`src/rtl/alu_pkg.sv`:
```
// Shared opcode constants, scheduler state type and opcode helper for the
// ALU round-robin scheduler.
package alu_pkg;

  localparam int ALU_OP_W = 3;

  localparam logic [ALU_OP_W-1:0] ALU_ADD = 3'b000;
  localparam logic [ALU_OP_W-1:0] ALU_SUB = 3'b001;
  localparam logic [ALU_OP_W-1:0] ALU_AND = 3'b010;
  localparam logic [ALU_OP_W-1:0] ALU_OR  = 3'b011;
  localparam logic [ALU_OP_W-1:0] ALU_XOR = 3'b100;

  typedef enum logic [1:0] {
    IDLE = 2'd0,
    EXEC = 2'd1,
    RESP = 2'd2
  } sched_state_t;

  // Codes above XOR have no ALU function behind them.
  function automatic logic is_illegal_op(input logic [ALU_OP_W-1:0] f);
    return (f > ALU_XOR);
  endfunction

endpackage

```
`src/rtl/alu_rr_sched_rr_pick.sv`:
```
// Combinational round-robin picker: first set request bit scanning upward
// from last+1, wrapping modulo N_REQ.
module rr_pick #(
  parameter int N_REQ = 2,
  parameter int IW    = $clog2(N_REQ)
) (
  input  logic [N_REQ-1:0] req,
  input  logic [IW-1:0]    last,
  output logic [N_REQ-1:0] gnt_onehot,
  output logic [IW-1:0]    gnt_idx,
  output logic             any
);

  int idx;

  always_comb begin
    gnt_onehot = '0;
    gnt_idx    = '0;
    any        = 1'b0;
    idx        = 0;
    // k = N_REQ lands back on 'last' itself, so it has lowest priority.
    for (int k = 1; k <= N_REQ; k++) begin
      idx = int'(last) + k;
      if (idx >= N_REQ) idx = idx - N_REQ;
      if (!any && req[idx]) begin
        any             = 1'b1;
        gnt_idx         = IW'(idx);
        gnt_onehot[idx] = 1'b1;
      end
    end
  end

endmodule

```
`src/rtl/alu_rr_sched.sv`:
```
// Round-robin scheduler sharing one combinational ALU among N_REQ requesters.
// Optional ALU_RR_SCHED_ILLEGAL_OP_EN adds rsp_err and zeroes illegal-op results.
module alu_rr_sched
  import alu_pkg::*;
#(
  parameter int N_REQ = 2,
  parameter int DW    = 32
) (
  input  logic                     clk,
  input  logic                     rst_n,
  input  logic [N_REQ-1:0]         req_valid,
  output logic [N_REQ-1:0]         req_ready,
  input  logic [N_REQ*DW-1:0]      req_a,
  input  logic [N_REQ*DW-1:0]      req_b,
  input  logic [N_REQ*ALU_OP_W-1:0] req_f,
  output logic [N_REQ-1:0]         rsp_valid,
  input  logic [N_REQ-1:0]         rsp_ready,
  output logic [DW-1:0]            rsp_y,
  output logic                     rsp_z,
  output logic [DW-1:0]            alu_a,
  output logic [DW-1:0]            alu_b,
  output logic [ALU_OP_W-1:0]      alu_f,
  input  logic [DW-1:0]            alu_y,
  input  logic                     alu_z,
  output logic                     busy
`ifdef ALU_RR_SCHED_ILLEGAL_OP_EN
  ,
  output logic                     rsp_err
`endif
);

  localparam int IW = $clog2(N_REQ);

  // Handshakes: a transfer happens on a rising edge where valid and ready
  // are both high. req_ready is a one-cycle grant pulse in IDLE; rsp_valid
  // holds (with stable rsp_y/rsp_z) until the granted rsp_ready bit is seen.

  sched_state_t        state, next_state;
  logic [IW-1:0]       last_grant;
  logic [IW-1:0]       grant;
  logic [DW-1:0]       op_a, op_b;
  logic [ALU_OP_W-1:0] op_f;
  logic [DW-1:0]       res_y;
  logic                res_z;

  logic [N_REQ-1:0]    pick_onehot;
  logic [IW-1:0]       pick_idx;
  logic                pick_any;
  logic                load;
  logic                done;

  rr_pick #(
    .N_REQ (N_REQ),
    .IW    (IW)
  ) u_pick (
    .req        (req_valid),
    .last       (last_grant),
    .gnt_onehot (pick_onehot),
    .gnt_idx    (pick_idx),
    .any        (pick_any)
  );

  always_comb begin
    next_state = state;
    req_ready  = '0;
    rsp_valid  = '0;
    load       = 1'b0;
    done       = 1'b0;
    case (state)
      IDLE: begin
        if (pick_any) begin
          req_ready  = pick_onehot;
          load       = 1'b1;
          next_state = EXEC;
        end
      end
      EXEC: begin
        next_state = RESP;
      end
      RESP: begin
        rsp_valid[grant] = 1'b1;
        if (rsp_ready[grant]) begin
          done       = 1'b1;
          next_state = IDLE;
        end
      end
      default: begin
        next_state = IDLE;
      end
    endcase
  end

  always_ff @(posedge clk or negedge rst_n) begin
    if (!rst_n) begin
      state      <= IDLE;
      last_grant <= IW'(N_REQ - 1);
      grant      <= '0;
      op_a       <= '0;
      op_b       <= '0;
      op_f       <= '0;
    end else begin
      state <= next_state;
      if (load) begin
        grant <= pick_idx;
        op_a  <= req_a[int'(pick_idx)*DW +: DW];
        op_b  <= req_b[int'(pick_idx)*DW +: DW];
        op_f  <= req_f[int'(pick_idx)*ALU_OP_W +: ALU_OP_W];
      end
      if (done) last_grant <= grant;
    end
  end

`ifdef ALU_RR_SCHED_ILLEGAL_OP_EN
  logic res_err;

  always_ff @(posedge clk or negedge rst_n) begin
    if (!rst_n) begin
      res_y   <= '0;
      res_z   <= 1'b0;
      res_err <= 1'b0;
    end else if (state == EXEC) begin
      if (is_illegal_op(op_f)) begin
        res_y   <= '0;
        res_z   <= 1'b0;
        res_err <= 1'b1;
      end else begin
        res_y   <= alu_y;
        res_z   <= alu_z;
        res_err <= 1'b0;
      end
    end
  end

  assign rsp_err = res_err;
`else
  always_ff @(posedge clk or negedge rst_n) begin
    if (!rst_n) begin
      res_y <= '0;
      res_z <= 1'b0;
    end else if (state == EXEC) begin
      res_y <= alu_y;
      res_z <= alu_z;
    end
  end
`endif

  // Operand registers drive the ALU directly, so its inputs only move on a grant.
  assign alu_a = op_a;
  assign alu_b = op_b;
  assign alu_f = op_f;
  assign rsp_y = res_y;
  assign rsp_z = res_z;
  assign busy  = (state != IDLE);

endmodule

```
`config.mk`:
```
export PLATFORM = sky130hd
export DESIGN_NAME = alu_rr_sched
export DESIGN_NICKNAME = d
export VERILOG_FILES = /design/src/rtl/alu_pkg.sv /design/src/rtl/alu_rr_sched_rr_pick.sv /design/src/rtl/alu_rr_sched.sv
export SDC_FILE = /design/constraint.sdc
export NUM_CORES = 1
export LEC_CHECK = 0
export CAP_MARGIN = 0
export CORE_ASPECT_RATIO = 0.9
export CORE_MARGIN = 5
export CORE_UTILIZATION = 42
export CTS_BUF_LIST = sky130_fd_sc_hd__clkbuf_2 sky130_fd_sc_hd__clkbuf_4 sky130_fd_sc_hd__clkbuf_8
export DETAILED_ROUTE_END_ITERATION = 10
export GPL_TIMING_DRIVEN = 0
export PLACE_DENSITY = 0.92
export SLEW_MARGIN = 15
export SYNTH_ARGS = -nofsm -noshare
export SYNTH_HDL_FRONTEND = slang
export SYNTH_SLANG_ARGS = --single-unit
export TNS_END_PERCENT = 10
```
`constraint.sdc`:
```
create_clock -name clk -period 4.97 [get_ports clk]
set_clock_uncertainty 0.05 [all_clocks]
set_input_delay 0.7455 -clock clk [delete_from_list [all_inputs] [get_ports clk]]
set_output_delay 0.7455 -clock clk [all_outputs]
set_load 0.02 [all_outputs]
```
==> out/results.ini, run 1 <==
[run_status]
run_status = finished, final reports clean

[clock_tree]
cts.sinks = 104
clockBufferDepth = 2
postCtsSetupRepairBufs = 0
clk_pin_slew_worst_paths_ps = 90
cts.htree.levels = 3
cts_tree = built
cts_resized = 0
cts_buffers = 9
cts-root-buf = clkbuf_8
ctsHoldBuffers = 0
insertion_delay_ps = 360

[critical_path]
cp.arrival_ps = 2600
crit_path_end_kind = output port
cp_max_fo = 10
worst_ep_required_time_ps = 4170
regToRegSetupSlack_ps = 2980
critPathKind = in -> out
start_kind = input pin

[global_routing]
grt_use_met3 = 0.06939
antenna_found_initial = 0
grt_util_met1 = 0.2158
grt_max_degree = 58
grt_usage = 0.2046
overflow = 0
grt_pass1_wl_um = 21470
grt_pass1_vias = 4078
busiest_layer = met2
gr-usage-met2 = 0.3689

[drt]
wl_per_cell_um = 18.47
drc = 0
wl_um = 14040
ant_nets = 0
drt_iter0_drc = 114
viasPerCell = 4.824
drt_pre_antenna_iters = 4
num_vias = 3666

[sta]
final_hold_viol_count = 0
setup_viol = 0
relSlewSlack = 0.6932
slew_viol_final = 0
rsz0062_at_grt = false
max_freq_mhz = 294.6
fin_crit_sh = 0.6830
fin_ws_ps = 1575
period_needed_ps = 3395
tightest_slew_ps = 460.2
whs_ps = 248.1
final.setup.tns_ps = 0

[placement]
portBuffers = 277
placed_area_sq_um = 7770
dp_hpwl_um = 11410
place_congestion = 0.8232
pre_cts_slack_ps = 1569

[finish]
final_area_sq_um = 7984
nNetsFinal = 773
insertedDiodeCount = 0
drive_gt1_frac = 0.3394
synthToLayoutAreaGrowth_pct = 67.26
final_util = 0.7068

[floorplan]
die_h_um = 111.1
rows = 37
io_pins = 278
start_util = 0.4226
die_area_sq_um = 13600
core-area_sq_um = 11300
chipWidth_um = 122.4

[logic_synthesis]
synthTopCellsByArea = dfrtp_1 (54%), mux2_2 (36%), mux2_4 (5.0%), buf_2 (1.7%), buf_6 (0.71%)
avgSynthCellArea_sq_um = 15.35
netlist.area_leader.share = 0.5400
synth_top_area_cell = dfrtp_1
ys_seq_elements = 104
yosys.cell_count.top_type = mux2_2
ys_top_cells_by_count = mux2_2 (152), dfrtp_1 (103), buf_2 (16), mux2_4 (16), nor2_1 (5)
synth_cells = 311
yosysWarningCount = 0
synth_ff_type = dfrtp_1
synth_edf_count = 0
synth_fp_nets = 484
synth_area_sq_um = 4773
yosysSeqAreaShare = 0.5455
synth_cell_types = 18
postSynth.asyncResetShare = 1.000

[flow_run]
maxCapViolations = 0

[pwr]
ir_drop_mv = 0.3958
netSwitchingFraction = 0.3586
intPower_w = 0.003048
clkPwrFrac = 0.120
power_density_nw_per_um2 = 595.3
p_switching_w = 0.001704
power_frac_seq = 0.320
p_comb_frac = 0.560
p_leak_nw = 3.277

[min_path]
hold_path_class = in -> async

-- layout by cell type, fill, tap and decap left out, types with 2 or more instances in the layout --
master           netlist  layout
buf_2                 16      16
mux2_4                16      16
nand2b_1               2       2
buf_6                  3       4
dfrtp_1              103     103
inv_1                  3       3
o21ai_0                2       2
clkinvlp_4             0       3
bufinv_16              0       2
clkbuf_8               0       9
mux2_2               152     152
clkdlybuf4s50_1        0     276
nor2_1                 5       5
-- path summary, 6_finish.rpt --
| kind | startpoint | end | depth (start not counted) |
|---|---|---|---|
| setup / recovery | req_valid[1] | req_ready[1] | 7 |
| hold / removal | rst_n | alu_a[15] | 1 |
| setup reg to reg | state[0] | alu_a[7] | 6 |
| hold reg to reg | rsp_y[25] | rsp_y[25] | 1 |
| max in group asynchronous | rst_n | last_grant | 2 |
| min in group clk | rsp_y[25] | rsp_y[25] | 1 |
-- layout make-up --
class                      instances  area [sq um]
inverter                           3         11.26
buffer                            20         117.6
fill                             788          3312
timing repair buffer             278          2801
clock inverter                     5         82.58
clock buffer                      10         131.4
sequential                       104          2604
multi-input combinational        184          2041
tap                              156         195.2
-- power by group through the flow --
| stage | Clock [W] | Combinational [W] | Sequential (W) |
|---|---|---|---|
| finish | 0.000572 | 0.00266 | 0.00152 |
| global route | 0.000623 | 0.00280 | 0.00158 |
| CTS | 0.000589 | 0.00270 | 0.00152 |
| detailed placement | 0 | 0.00269 | 0.00154 |
| global placement | 0 | 0.00263 | 0.00151 |
| floorplan | 0 | 0.000907 | 0.00203 |
-- through the flow --
| step | cells | power (W) |
|---|---|---|
| after floorplan | 311 | 0.002940 |
| after global placement | 744 | 0.004134 |
| after detailed placement | 745 | 0.004227 |
| after CTS | 760 | 0.004811 |
| after global routing | 760 | 0.005007 |
| final | 760 | 0.004753 |
-- worst max-delay path, cell delays in order --
cell	delay (ps)
clkdlybuf4s50_1	490
a21bo_1	220
buf_6	140
buf_6	150
buf_6	160
nor2_1	90
clkdlybuf4s50_1	610
-- state kept, by name, summed over array words and instances, names as in the netlist --
signal / count
alu_a: 32
alu_b: 32
alu_f: 3
grant: 1
last_grant: 1
rsp_y: 32
rsp_z: 1
state: 2
-- cell families (layout without fill, tap and decap cells) --
kind of cell,after synthesis,after routing,synth area share
AO/OA/AOI/OAI,7,7,0.009962
buffers and inverters,23,316,0.02700
flip-flops,104,104,0.5455
multiplexers,168,168,0.4089
AND/OR/NAND/NOR,9,9,0.008650
-- per-layer routing --
layer,wire length (um),share of wire,vias to the layer above
met5,0,0,-
met4,398,0.028,0
met3,1284,0.091,27
met2,7210,0.51,174
met1,5144,0.37,1784
li1,-,-,1681
Note: power is estimated with default switching activity, not from simulation.
==> inputs of run 2 (changes only) <==
Settings changed: CORE_UTILIZATION 42 to 35, PLACE_DENSITY 0.92 to 0.82.
Clock period 4.97 ns to 3 ns, I/O delays scaled along.
==> out/results.ini, run 2 (synthesis gave the netlist of run 1 again) <==
[flow_run]
maxCapViolations = 0

[floorplan]
die_area_sq_um = 16080
core-area_sq_um = 13360
rows = 40
io_pins = 278
start_util = 0.3572
die_h_um = 120.8
chipWidth_um = 133.1

[clock_tree]
cts.htree.levels = 3
cts_buffers = 9
cts_tree = built
insertion_delay_ps = 370
cts-root-buf = clkbuf_8
cts.sinks = 104
cts_resized = 0
clockBufferDepth = 2
clk_pin_slew_worst_paths_ps = 90

[placement]
dp_hpwl_um = 11360
place_congestion = 0.7887
portBuffers = 277
placed_area_sq_um = 7785

[pwr]
ir_drop_mv = 0.6684
intPower_w = 0.004971
p_comb_frac = 0.566
power_density_nw_per_um2 = 979.0
power_frac_seq = 0.320
netSwitchingFraction = 0.3652
p_leak_nw = 3.285
clkPwrFrac = 0.114
p_switching_w = 0.002860

[critical_path]
cp.arrival_ps = 2360
cpMaxStageDelayCell = clkdlybuf4s50_1
regToRegSetupSlack_ps = 940
crit_family = buffers and inverters
worst_ep_required_time_ps = 2500
crit_path_frequent_cell = buf_6
crit_path_end_kind = output port
worst-path-buf-inv = 5
cp_max_fo = 10
slowest_delay_ps = 610
start_kind = input pin
cp_cell_sequence = clkdlybuf4s50_1 > a21bo_1 > buf_6 > buf_6 > buf_6 > nor2_1 > clkdlybuf4s50_1
critPathKind = in -> out

[global_routing]
grt_pass1_wl_um = 21690
grt_pass1_vias = 4077
busiest_layer = met2
grt_use_met3 = 0.06240
grt_util_met1 = 0.1844
overflow = 0
gr-usage-met2 = 0.3077
grt_usage = 0.1707
grt_max_degree = 60
antenna_found_initial = 0

[sta]
final_hold_viol_count = 0
setup_viol = 0
relSlewSlack = 0.7063
period_needed_ps = 2861
max_freq_mhz = 349.6
fin_crit_sh = 0.9535
rsz0062_at_grt = false
tightest_slew_ps = 440.6
final.setup.tns_ps = 0
slew_viol_final = 0

[finish]
insertedDiodeCount = 0
final_cell_mix = clkdlybuf4s50_1 (276), mux2_2 (152), dfrtp_1 (103), buf_2 (16), mux2_4 (16)
synthToLayoutAreaGrowth_pct = 67.58
nNetsFinal = 774
final_area_sq_um = 7999
mostFrequentLayoutCell = clkdlybuf4s50_1
drive_gt1_frac = 0.3399

[min_path]
hold_path_class = reg -> reg

[run_status]
run_status = finished, final reports clean

[drt]
ant_nets = 0
wl_per_cell_um = 18.10
wl_um = 14010
drt_pre_antenna_iters = 4
drc = 0
viasPerCell = 4.711
drt_iter0_drc = 72
num_vias = 3646

-- run 2: cell types whose count changed in the layout (fill, tap and decap cells not counted) --
cell / before / now
inv_8: 0 / 1
clkinv_2: 0 / 1
inv_6: 0 / 1
clkbuf_4: 1 / 0
clkinvlp_4: 3 / 1
dlygate4sd3_1: 0 / 1
clkinv_4: 0 / 2
bufinv_16: 2 / 1
-- run 2: what timing repair did --
| action | in CTS | in global routing |
|---|---|---|
| endpoints found under the hold margin | 45 | 0 |
| setup buffers | 0 | 0 |
| hold buffers | 1 | 0 |
-- run 2: worst register-to-register path: cells and delay by family, from the launching register on --
kind | cells | cell delay, ps
simple gates | 1 | 150
compound gates | 1 | 140
flops | 1 | 420
buf+inv | 3 | 800
mux | 1 | 380
-- run 2: worst paths after layout --
check                              from           end  cells past startpoint
setup / recovery           req_valid[1]  req_ready[1]                      7
hold / removal               last_grant    last_grant                      1
setup reg to reg               state[0]     alu_a[29]                      6
hold reg to reg              last_grant    last_grant                      1
max in group asynchronous         rst_n    last_grant                      3
min in group asynchronous         rst_n     alu_b[31]                      2
-- run 2: routing by layer --
layer,share of wire,vias to the layer above
li1,-,1682
met1,0.38,1766
met2,0.51,173
met3,0.084,25
met4,0.025,0
met5,0,-
-- run 2: power by group through the flow --
stage          Combinational [W]  Clock, W  Sequential (W)
6_report                 0.00444  0.000890         0.00250
5_1_grt                  0.00468  0.000986         0.00260
3_5_place_dp             0.00449         0         0.00254
4_1_cts                  0.00451  0.000930         0.00252
2_1_floorplan            0.00150         0         0.00337
3_3_place_gp             0.00441         0         0.00250
-- run 2: per-stage QoR --
stage | power [W] | std cells | util | setup slack, ps | hold WS, ps
5_1_grt | 0.008275 | 774 | 0.5986 | 104.6 | 481.3
4_1_cts | 0.007950 | 774 | 0.5986 | 143.3 | 458.8
2_1_floorplan | 0.004870 | 311 | - | 1185 | 104.4
3_3_place_gp | 0.006911 | 756 | 0.5804 | -2372 | 438.7
3_5_place_dp | 0.007030 | 757 | 0.5826 | 157.1 | 352.5
6_report | 0.007831 | 774 | 0.5986 | 139.5 | 453.5
-- run 2: cell type report --
class	count	area, sq um
fillers	1016	5364
repair buffers	279	2811
flip-flops and latches	104	2604
multi-input cells	184	2041
well taps	168	210.2
clock buffers	9	123.9
plain buffers	20	117.6
clock inverters	7	80.08
inverters	3	11.26
==> inputs of run 3 (changes only) <==
Settings changed: PLACE_DENSITY 0.82 to 0.84, SETUP_SLACK_MARGIN set to 0.4, SKIP_LAST_GASP set to 1, SYNTH_HIERARCHICAL set to 1.
==> out/results.ini, run 3 <==
[run_status]
run_status = finished, final reports clean

[logic_synthesis]
synth_ff_type = dfrtp_1
avgSynthCellArea_sq_um = 11.73
synthTopCellsByArea = dfrtp_1 (57%), mux2i_1 (15%), a21oi_1 (7.4%), mux2_2 (6.9%), nor2_1 (5.7%)
yosysSeqAreaShare = 0.5736
yosys.cell_count.top_type = dfrtp_1
yosysWarningCount = 6
synth_cells = 387
synth_area_sq_um = 4539
synth_top_area_cell = dfrtp_1
synth_cell_types = 22
synth_edf_count = 0
postSynth.asyncResetShare = 1.000
synth_fp_nets = 560
netlist.area_leader.share = 0.5678
ys_seq_elements = 104
ys_top_cells_by_count = dfrtp_1 (103), nor2_1 (69), a21oi_1 (67), mux2i_1 (67), mux2_2 (28)

[clock_tree]
cts.htree.levels = 3
postCtsSetupRepairBufs = 0
cts-root-buf = clkbuf_8
cts.sinks = 104
cts_tree = built
insertion_delay_ps = 370
clockBufferDepth = 2
clk_pin_slew_worst_paths_ps = 80
cts_buffers = 9

[drt]
wl_per_cell_um = 17.18
ant_nets = 0
drc = 0
num_vias = 3981
wl_met2_um = 7561
viasPerCell = 4.711
drt_iter0_drc = 148
highest_layer = met4
wl_met1_um = 5235
met3_length_um = 1424
drt_pre_antenna_iters = 4
wl_um = 14520

[critical_path]
cp_max_fo = 10
worst_ep_required_time_ps = 2500
start_kind = input pin
cp.arrival_ps = 2010
crit_path_end_kind = output port
critPathKind = in -> out
regToRegSetupSlack_ps = 1280

[placement]
dp_hpwl_um = 11890
dp_cells = 829
place_congestion = 0.7981
portBuffers = 277
pre_cts_slack_ps = 42.07

[global_routing]
grt_usage = 0.1881
overflow = 0
antenna_found_initial = 0
grt_pass1_wl_um = 22510
grt_pass1_vias = 4302
grt_max_degree = 62

[floorplan]
io_pins = 278
die_area_sq_um = 15350
die_h_um = 118.0
core-area_sq_um = 12690
start_util = 0.3578
rows = 39
chipWidth_um = 130.0

[sta]
tightest_slew_ps = 421.5
max_freq_mhz = 398.5
fin_ws_ps = 490.6
setup_viol = 0
final_hold_viol_count = 0
fin_crit_sh = 0.8365
relSlewSlack = 0.7190
final.setup.tns_ps = 0
period_needed_ps = 2509
slew_viol_final = 0
rsz0062_at_grt = true

[finish]
stdcell_count = 845
mostFrequentLayoutCell = clkdlybuf4s50_1
nNetsFinal = 850
insertedDiodeCount = 0
final_cell_mix = clkdlybuf4s50_1 (274), dfrtp_1 (103), nor2_1 (69), mux2i_1 (67), a21oi_1 (67)
drive_gt1_frac = 0.1101
synthToLayoutAreaGrowth_pct = 70.53

[min_path]
hold_path_class = reg -> reg

[pwr]
p_total_w = 0.007594
p_leak_nw = 3.282
ir_drop_mv = 0.5364
power_density_nw_per_um2 = 981.0

[flow_run]
maxCapViolations = 0

-- run 3: changes by cell type in the layout (fill, tap and decap cells not counted), moves of 3 or more --
cell,delta
mux2_2,-124
mux2i_1,+67
clkinv_2,+3
mux2_4,-16
buf_4,+8
a21oi_1,+66
mux2_1,+5
nor2_1,+64
-- run 3: where the power goes --
| part | switching, W | leakage (nW) | internal (W) |
|---|---|---|---|
| logic | 0.00218 | 2.02 | 0.00212 |
| clock network | 0.000448 | 0.0947 | 0.000337 |
| registers | 0.000392 | 1.17 | 0.00211 |
| total | 0.00302 | 3.28 | 0.00457 |
-- run 3: worst max-delay path, stage by stage --
cell and delay, ps:
clkdlybuf4s50_1 510, or2_1 140, nor3b_4 250, buf_6 190
and2_1 140, dlygate4sd2_1 340
-- run 3: layout make-up --
class | instances | area, sq um
Inverter | 3 | 11.26
Buffer | 27 | 186.4
Sequential cell | 104 | 2604
Fill cell | 1032 | 4946
Multi-Input combinational cell | 253 | 1750
Timing Repair Buffer | 279 | 2813
Tap cell | 164 | 205.2
Clock buffer | 11 | 151.4
Clock inverter | 4 | 20.02
-- run 3: worst paths after layout --
kind                                    from            to  depth (start not counted)
max in group asynchronous              rst_n    last_grant                          3
worst max-delay path            req_valid[1]  req_ready[0]                          6
worst min register to register      rsp_y[8]      rsp_y[8]                          1
worst min-delay path                rsp_y[8]      rsp_y[8]                          1
worst max register to register    last_grant     alu_b[19]                          6
min in group asynchronous              rst_n      alu_a[1]                          2
-- run 3: what timing repair did --
| action | CTS | global route |
|---|---|---|
| gates resized for setup | 4 | 1 |
| pin swaps | 0 | 0 |
| endpoints found under the setup margin | 2 | 2 |
| hold endpoints to repair | 43 | 0 |
| hold buffers | 1 | 0 |
-- run 3: metrics by stage --
stage	util	cell area [sq um]	hold slack, ps
CTS	0.6100	7739	454.9
finish	0.6102	7741	447.7
global route	0.6102	7741	482.9
floorplan	-	4539	104.4
detailed placement	0.5948	7546	346.1
global placement	0.5925	7517	423.7
-- run 3: cell families after synthesis --
| logic type | synth area share |
|---|---|
| DFF | 0.5736 |
| muxes | 0.2296 |
| buffers and inverters | 0.04217 |
| and+or+nand+nor | 0.06974 |
| AOI/OAI and AO/OA | 0.08489 |
-- run 3: metal layers --
| layer | vias to the layer above | track usage |
|---|---|---|
| met1 | 1884 | 0.2017 |
| met2 | 170 | 0.3311 |
| li1 | 1902 | - |
| met4 | 0 | 0.05844 |
| met5 | - | 0 |
| met3 | 25 | 0.07940 |
